==> config.mk <==
export PLATFORM = sky130hd
export DESIGN_NAME = mult_div_unit
export DESIGN_NICKNAME = d
export VERILOG_FILES = /design/src/rtl/mult_div_unit.sv
export SDC_FILE = /design/constraint.sdc
export NUM_CORES = 1
export LEC_CHECK = 0
export BUFFER_PORTS_ARGS = -buffer_cell sky130_fd_sc_hd__buf_2
export CAP_MARGIN = 20
export CORE_MARGIN = 2
export CORE_UTILIZATION = 33
export DETAILED_ROUTE_END_ITERATION = 10
export PLACE_DENSITY = 0.56
export SETUP_SLACK_MARGIN = 0.5
export SYNTH_ARGS = -nofsm -noshare
export SYNTH_HDL_FRONTEND = slang
export SYNTH_SLANG_ARGS = --single-unit
==> constraint.sdc <==
create_clock -name clk -period 6.7 [get_ports clk]
set_clock_uncertainty 0.2 [all_clocks]
set_input_delay 0.335 -clock clk [delete_from_list [all_inputs] [get_ports clk]]
set_output_delay 0.335 -clock clk [all_outputs]
set_load 0.02 [all_outputs]
==> src/rtl/mult_div_unit.sv <==
// Iterative radix-2 multiply/divide unit holding the MIPS HI/LO pair.
// One shift-add (multiply) or restoring shift-subtract (divide) step per cycle, N steps per op.
module mult_div_unit #(
  parameter int N = 32
) (
  input  logic         clk,
  input  logic         rst,
  input  logic         start,
  input  logic [1:0]   op,
  input  logic [N-1:0] a,
  input  logic [N-1:0] b,
  input  logic         wr_hi,
  input  logic         wr_lo,
  input  logic [N-1:0] wr_data,
  output logic         busy,
  output logic         done,
  output logic         div_by_zero,
  output logic [N-1:0] hi,
  output logic [N-1:0] lo
);

  localparam int CW = (N > 1) ? $clog2(N) : 1;
  localparam logic [CW-1:0] CNT_LAST = CW'(N - 1);

  localparam logic [1:0] S_IDLE = 2'd0;
  localparam logic [1:0] S_CALC = 2'd1;
  localparam logic [1:0] S_FIX  = 2'd2;

  logic [1:0]     r_state;
  logic [CW-1:0]  r_cnt;
  logic [2*N-1:0] r_acc;
  logic [N-1:0]   r_opnd;
  logic [N-1:0]   r_aRaw;
  logic           r_isDiv;
  logic           r_negRes;
  logic           r_negRem;
  logic           r_bZero;
  logic [N-1:0]   r_hi;
  logic [N-1:0]   r_lo;
  logic           r_done;
  logic           r_dbz;

  logic [N-1:0]   w_absA;
  logic [N-1:0]   w_absB;
  logic [N:0]     w_mulSum;
  logic [2*N-1:0] w_mulNext;
  logic [N:0]     w_remShift;
  logic [N:0]     w_diff;
  logic           w_qBit;
  logic [N-1:0]   w_newRem;
  logic [2*N-1:0] w_divNext;
  logic [2*N-1:0] w_prodFix;
  logic [N-1:0]   w_quotFix;
  logic [N-1:0]   w_remFix;

  assign w_absA = (op[0] && a[N-1]) ? -a : a;
  assign w_absB = (op[0] && b[N-1]) ? -b : b;

  // Multiply: low half of r_acc holds the unconsumed multiplier bits, high half accumulates.
  assign w_mulSum  = {1'b0, r_acc[2*N-1:N]} + (r_acc[0] ? {1'b0, r_opnd} : {(N+1){1'b0}});
  assign w_mulNext = {w_mulSum, r_acc[N-1:1]};

  // Divide: high half is the partial remainder, low half shifts dividend out and quotient in.
  assign w_remShift = {r_acc[2*N-1:N], r_acc[N-1]};
  assign w_diff     = w_remShift - {1'b0, r_opnd};
  assign w_qBit     = ~w_diff[N];
  assign w_newRem   = w_qBit ? w_diff[N-1:0] : w_remShift[N-1:0];
  assign w_divNext  = {w_newRem, r_acc[N-2:0], w_qBit};

  assign w_prodFix = r_negRes ? -r_acc : r_acc;
  assign w_quotFix = r_negRes ? -r_acc[N-1:0] : r_acc[N-1:0];
  assign w_remFix  = r_negRem ? -r_acc[2*N-1:N] : r_acc[2*N-1:N];

  always_ff @(posedge clk or posedge rst) begin
    if (rst) begin
      r_state  <= S_IDLE;
      r_cnt    <= '0;
      r_acc    <= '0;
      r_opnd   <= '0;
      r_aRaw   <= '0;
      r_isDiv  <= 1'b0;
      r_negRes <= 1'b0;
      r_negRem <= 1'b0;
      r_bZero  <= 1'b0;
      r_hi     <= '0;
      r_lo     <= '0;
      r_done   <= 1'b0;
      r_dbz    <= 1'b0;
    end else begin
      r_done <= 1'b0;
      r_dbz  <= 1'b0;
      case (r_state)
        S_IDLE: begin
          if (wr_hi) r_hi <= wr_data;
          if (wr_lo) r_lo <= wr_data;
          if (start) begin
            r_isDiv  <= op[1];
            r_negRes <= op[0] & (a[N-1] ^ b[N-1]);
            r_negRem <= op[0] & a[N-1];
            r_bZero  <= (b == '0);
            r_aRaw   <= a;
            r_opnd   <= op[1] ? w_absB : w_absA;
            r_acc    <= {{N{1'b0}}, (op[1] ? w_absA : w_absB)};
            r_cnt    <= '0;
            r_state  <= S_CALC;
          end
        end
        S_CALC: begin
          r_acc <= r_isDiv ? w_divNext : w_mulNext;
          if (r_cnt == CNT_LAST) begin
            r_cnt   <= '0;
            r_state <= S_FIX;
          end else begin
            r_cnt <= r_cnt + CW'(1);
          end
        end
        S_FIX: begin
          // A zero divisor overrides the iterated result with the architectural fallback values.
          if (r_isDiv && r_bZero) begin
            r_lo <= '1;
            r_hi <= r_aRaw;
          end else if (r_isDiv) begin
            r_lo <= w_quotFix;
            r_hi <= w_remFix;
          end else begin
            r_lo <= w_prodFix[N-1:0];
            r_hi <= w_prodFix[2*N-1:N];
          end
          r_done  <= 1'b1;
          r_dbz   <= r_isDiv & r_bZero;
          r_state <= S_IDLE;
        end
        default: r_state <= S_IDLE;
      endcase
    end
  end

  assign busy        = (r_state != S_IDLE);
  assign done        = r_done;
  assign div_by_zero = r_dbz;
  assign hi          = r_hi;
  assign lo          = r_lo;

endmodule

==> results.cfg <==
[sta]
rsz0062_at_grt = no
setup_violations = 0
period_share_pct = 71.70
holdWs_ns = 0.01448
fmax_mhz = 208.2
max_slew_margin_pct = 31.95
fin_crit_ns = 4.804
hold_viol_final = 0
setup_slack_ns = 1.896
maxSlewViolCount = 0
fin_setup_tns_ns = 0
tightest_slew_ns = 1.020

[floorplan]
dieArea_um2 = 50670
dieWidth_um = 225.1
ios = 170
rows = 81
die_h_um = 225.1
initial_utilization_pct = 33.16
core_area_um2 = 48650

[critical_path]
worstPathCellList = inv_1 -> nor2_1 -> ha_1 -> nor2b_1 -> o2111ai_1 -> a21boi_0 -> a41oi_1 -> o22ai_1 -> nand4_1 -> a31oi_1 -> xor2_1 -> a221oi_1 -> o31ai_1
endpoint_kind = register
critical-path-top-delay-family = compound AO/OA/AOI/OAI gates
crit_path_start_kind = register
arrival_ns = 5.03
critPathRequiredTime_ns = 6.93
critPathBufInv = 1
cp_max_fo = 31
critPathKind = register to register
max_stage_delay_ns = 0.77
cpMaxStageDelayCell = inv_1

[clocking]
cts-root-buf = clkbuf_16
numCtsBuffers = 27
postCtsSetupBuffers = 0
path_clk_slew_ns = 0.07
cts_tree = built
clkSinkCount = 205
insertion_delay_ns = 0.58
h-tree-depth = 1
clockBufferDepth = 3

[layout]
num-nets-final = 2350
drive_above_1_share_pct = 12.57
finalNonFillerCells = 2818
area_growth_pct = 18.43
fill_cells = 4994
diodes = 0

[pwr]
totalPowerFinal_w = 0.01165
leakage_nw = 8.346
seqPwrFrac_pct = 24.3
p_switching_w = 0.005926
p_per_area_nw_per_um2 = 609.9
clock_power_share_pct = 13.7
pwr-share-comb_pct = 62.0
switching_share_pct = 50.85
ir_drop_mv = 0.3261
power.internal_w = 0.005727

[detailed_routing]
routed-via-count = 16210
drtPass1Iterations = 8
routed_wl_mm = 63.88
vias_per_cell = 5.752
ant_nets = 0
route.detailed.drc = 0
wl_per_cell_um = 22.67
drt_iter0_drc = 1713

[yosys]
yosysWarnings = 0
synth-seq-cells = 205
syn_inst = 2022
synth_cell_type_count = 72
ys.flop_type = dfrtp_1
synth_top_area_share_pct = 31.80
synth_edf_count = 0
syn_nets = 2197
yosys-top-cells-area = dfrtp_1, nand2_1, xnor2_1, o21ai_0, ha_1
syn_area_per_cell_um2 = 7.979
synth_top_cell_by_area = dfrtp_1
ys_seq_area_share_pct = 31.80
synthArstFlopShare_pct = 100.0
netlist_area_um2 = 16130

[placement]
dp_slack_ns = 2.113
port_buffers = 169
place_congestion = 0.9397
place_hpwl_mm = 48.42
dp_cells = 2705

[global_route]
grt.total_usage_pct = 24.67
overflow = 0
grt_pass1_vias = 15318
grt_start_max_net_pins = 118
grt_pass1_wl_mm = 95.58
grt_antenna_before_repair = 3

[job]
drv_cap = 0

[min_path]
hold_path_class = input port to register

[outcome]
status = finished, final reports clean
[stage by stage]
step	area, um2	util, %
global route	19110	39.27
detailed placement	17490	35.95
CTS	19090	39.23
global placement	17460	35.89
floorplan	16130	-
finish	19110	39.27
[worst min-delay path: cells and delay by family]
family / cells / cell delay, ns
buf+inv: 1 / 0.10
compound gates: 2 / 0.15
simple gates: 1 / 0.07
xor+xnor: 1 / 0.09
[layer usage]
layer  global-route usage (%)  part of all wire, %
met5                        0                    0
met1                    37.04                   48
met2                    36.34                   42
met4                    5.298                  2.4
met3                    4.733                  7.9
[synth_stat cells (20+ instances only)]
library cell    n
xor2_1         58
nor3_1         41
inv_1          69
mux2i_1        48
a31oi_1        32
dfrtp_1       205
nor4_1         20
xnor2_1       115
a222oi_1       23
o22ai_1        43
o31ai_1        22
nor2_1        147
nand3_1        21
nand2_1       288
clkbuf_1      111
a21oi_1       147
o21ai_0       181
nor2b_1        22
a21o_1         37
o211ai_1       42
or3_1          20
ha_1           70
a211oi_1       46
[area by class of cell]
cell class	count	area [um2]	area share, %
Clock buffer	38	807.0	4.224
Clock inverter	12	168.9	0.8841
Inverter	71	274.0	1.434
Multi-Input combinational cell	1619	10290	53.84
Sequential cell	205	5134	26.87
Tap cell	622	778.2	4.073
Timing Repair Buffer	251	1658	8.677
[cells in the final DEF (no fill, tap or decap), types with 20 or more instances in the layout]
cell             n
nand2_1        286
dfrtp_1        204
o21ai_0        181
buf_2          169
a21oi_1        147
nor2_1         147
xnor2_1        114
ha_1            70
inv_1           68
dlygate4sd3_1   62
xor2_1          58
mux2i_1         48
a211oi_1        46
o22ai_1         43
o211ai_1        42
nor3_1          41
a21o_1          37
a31oi_1         32
clkbuf_16       27
a222oi_1        23
o31ai_1         22
nor2b_1         21
nand3_1         21
nor4_1          20
or3_1           20
[cells by family after synthesis]
logic type / count (synthesis) / share of synthesized area (%)
AOI/OAI and AO/OA: 670 / 26.54
and+or+nand+nor: 649 / 18.45
DFF: 205 / 31.80
buffers and inverters: 198 / 4.677
xor gates and xnor gates: 173 / 9.392
adders and majority gates: 72 / 5.677
muxes: 55 / 3.467
[state kept, by name, indices dropped and copies added (netlist names)]
register	cells
r_negRes	1
r_negRem	1
r_opnd	32
done	1
r_bZero	1
lo	32
r_acc	64
hi	32
r_cnt	5
r_aRaw	32
r_isDiv	1
div_by_zero	1
r_state	2
[what timing repair did]
action                    CTS  global route
hold buffers               62             0
resized for setup           0             0
hold endpoints to repair  180             0
[power groups by stage]
| stage | clock network (W) | logic, W | registers, W |
|---|---|---|---|
| 2_1_floorplan | 0 | 0.00514 | 0.00252 |
| 3_3_place_gp | 0 | 0.00704 | 0.00280 |
| 3_5_place_dp | 0 | 0.00708 | 0.00281 |
| 4_1_cts | 0.00161 | 0.00715 | 0.00279 |
| 5_1_grt | 0.00166 | 0.00794 | 0.00290 |
| 6_report | 0.00159 | 0.00723 | 0.00283 |
[worst paths after layout]
path / from / end / slack (ns) / depth (start not counted)
setup / recovery: r_acc[0]$_DFFE_PP0P_ / r_acc[59]$_DFFE_PP0P_ / 1.90 / 13
hold reg to reg: lo[23]$_DFFE_PP0P_ / lo[23]$_DFFE_PP0P_ / 0.27 / 2
hold / removal: b[9] / r_opnd[9]$_DFFE_PP0P_ / 0.01 / 5
max in group asynchronous: rst / r_isDiv$_DFFE_PP0P_ / 4.88 / 4
min in group asynchronous: rst / r_cnt[0]$_DFFE_PP0P_ / 0.19 / 3
setup reg to reg: r_acc[0]$_DFFE_PP0P_ / r_acc[59]$_DFFE_PP0P_ / 1.90 / 13
Note: power is estimated with default switching activity, not from simulation.
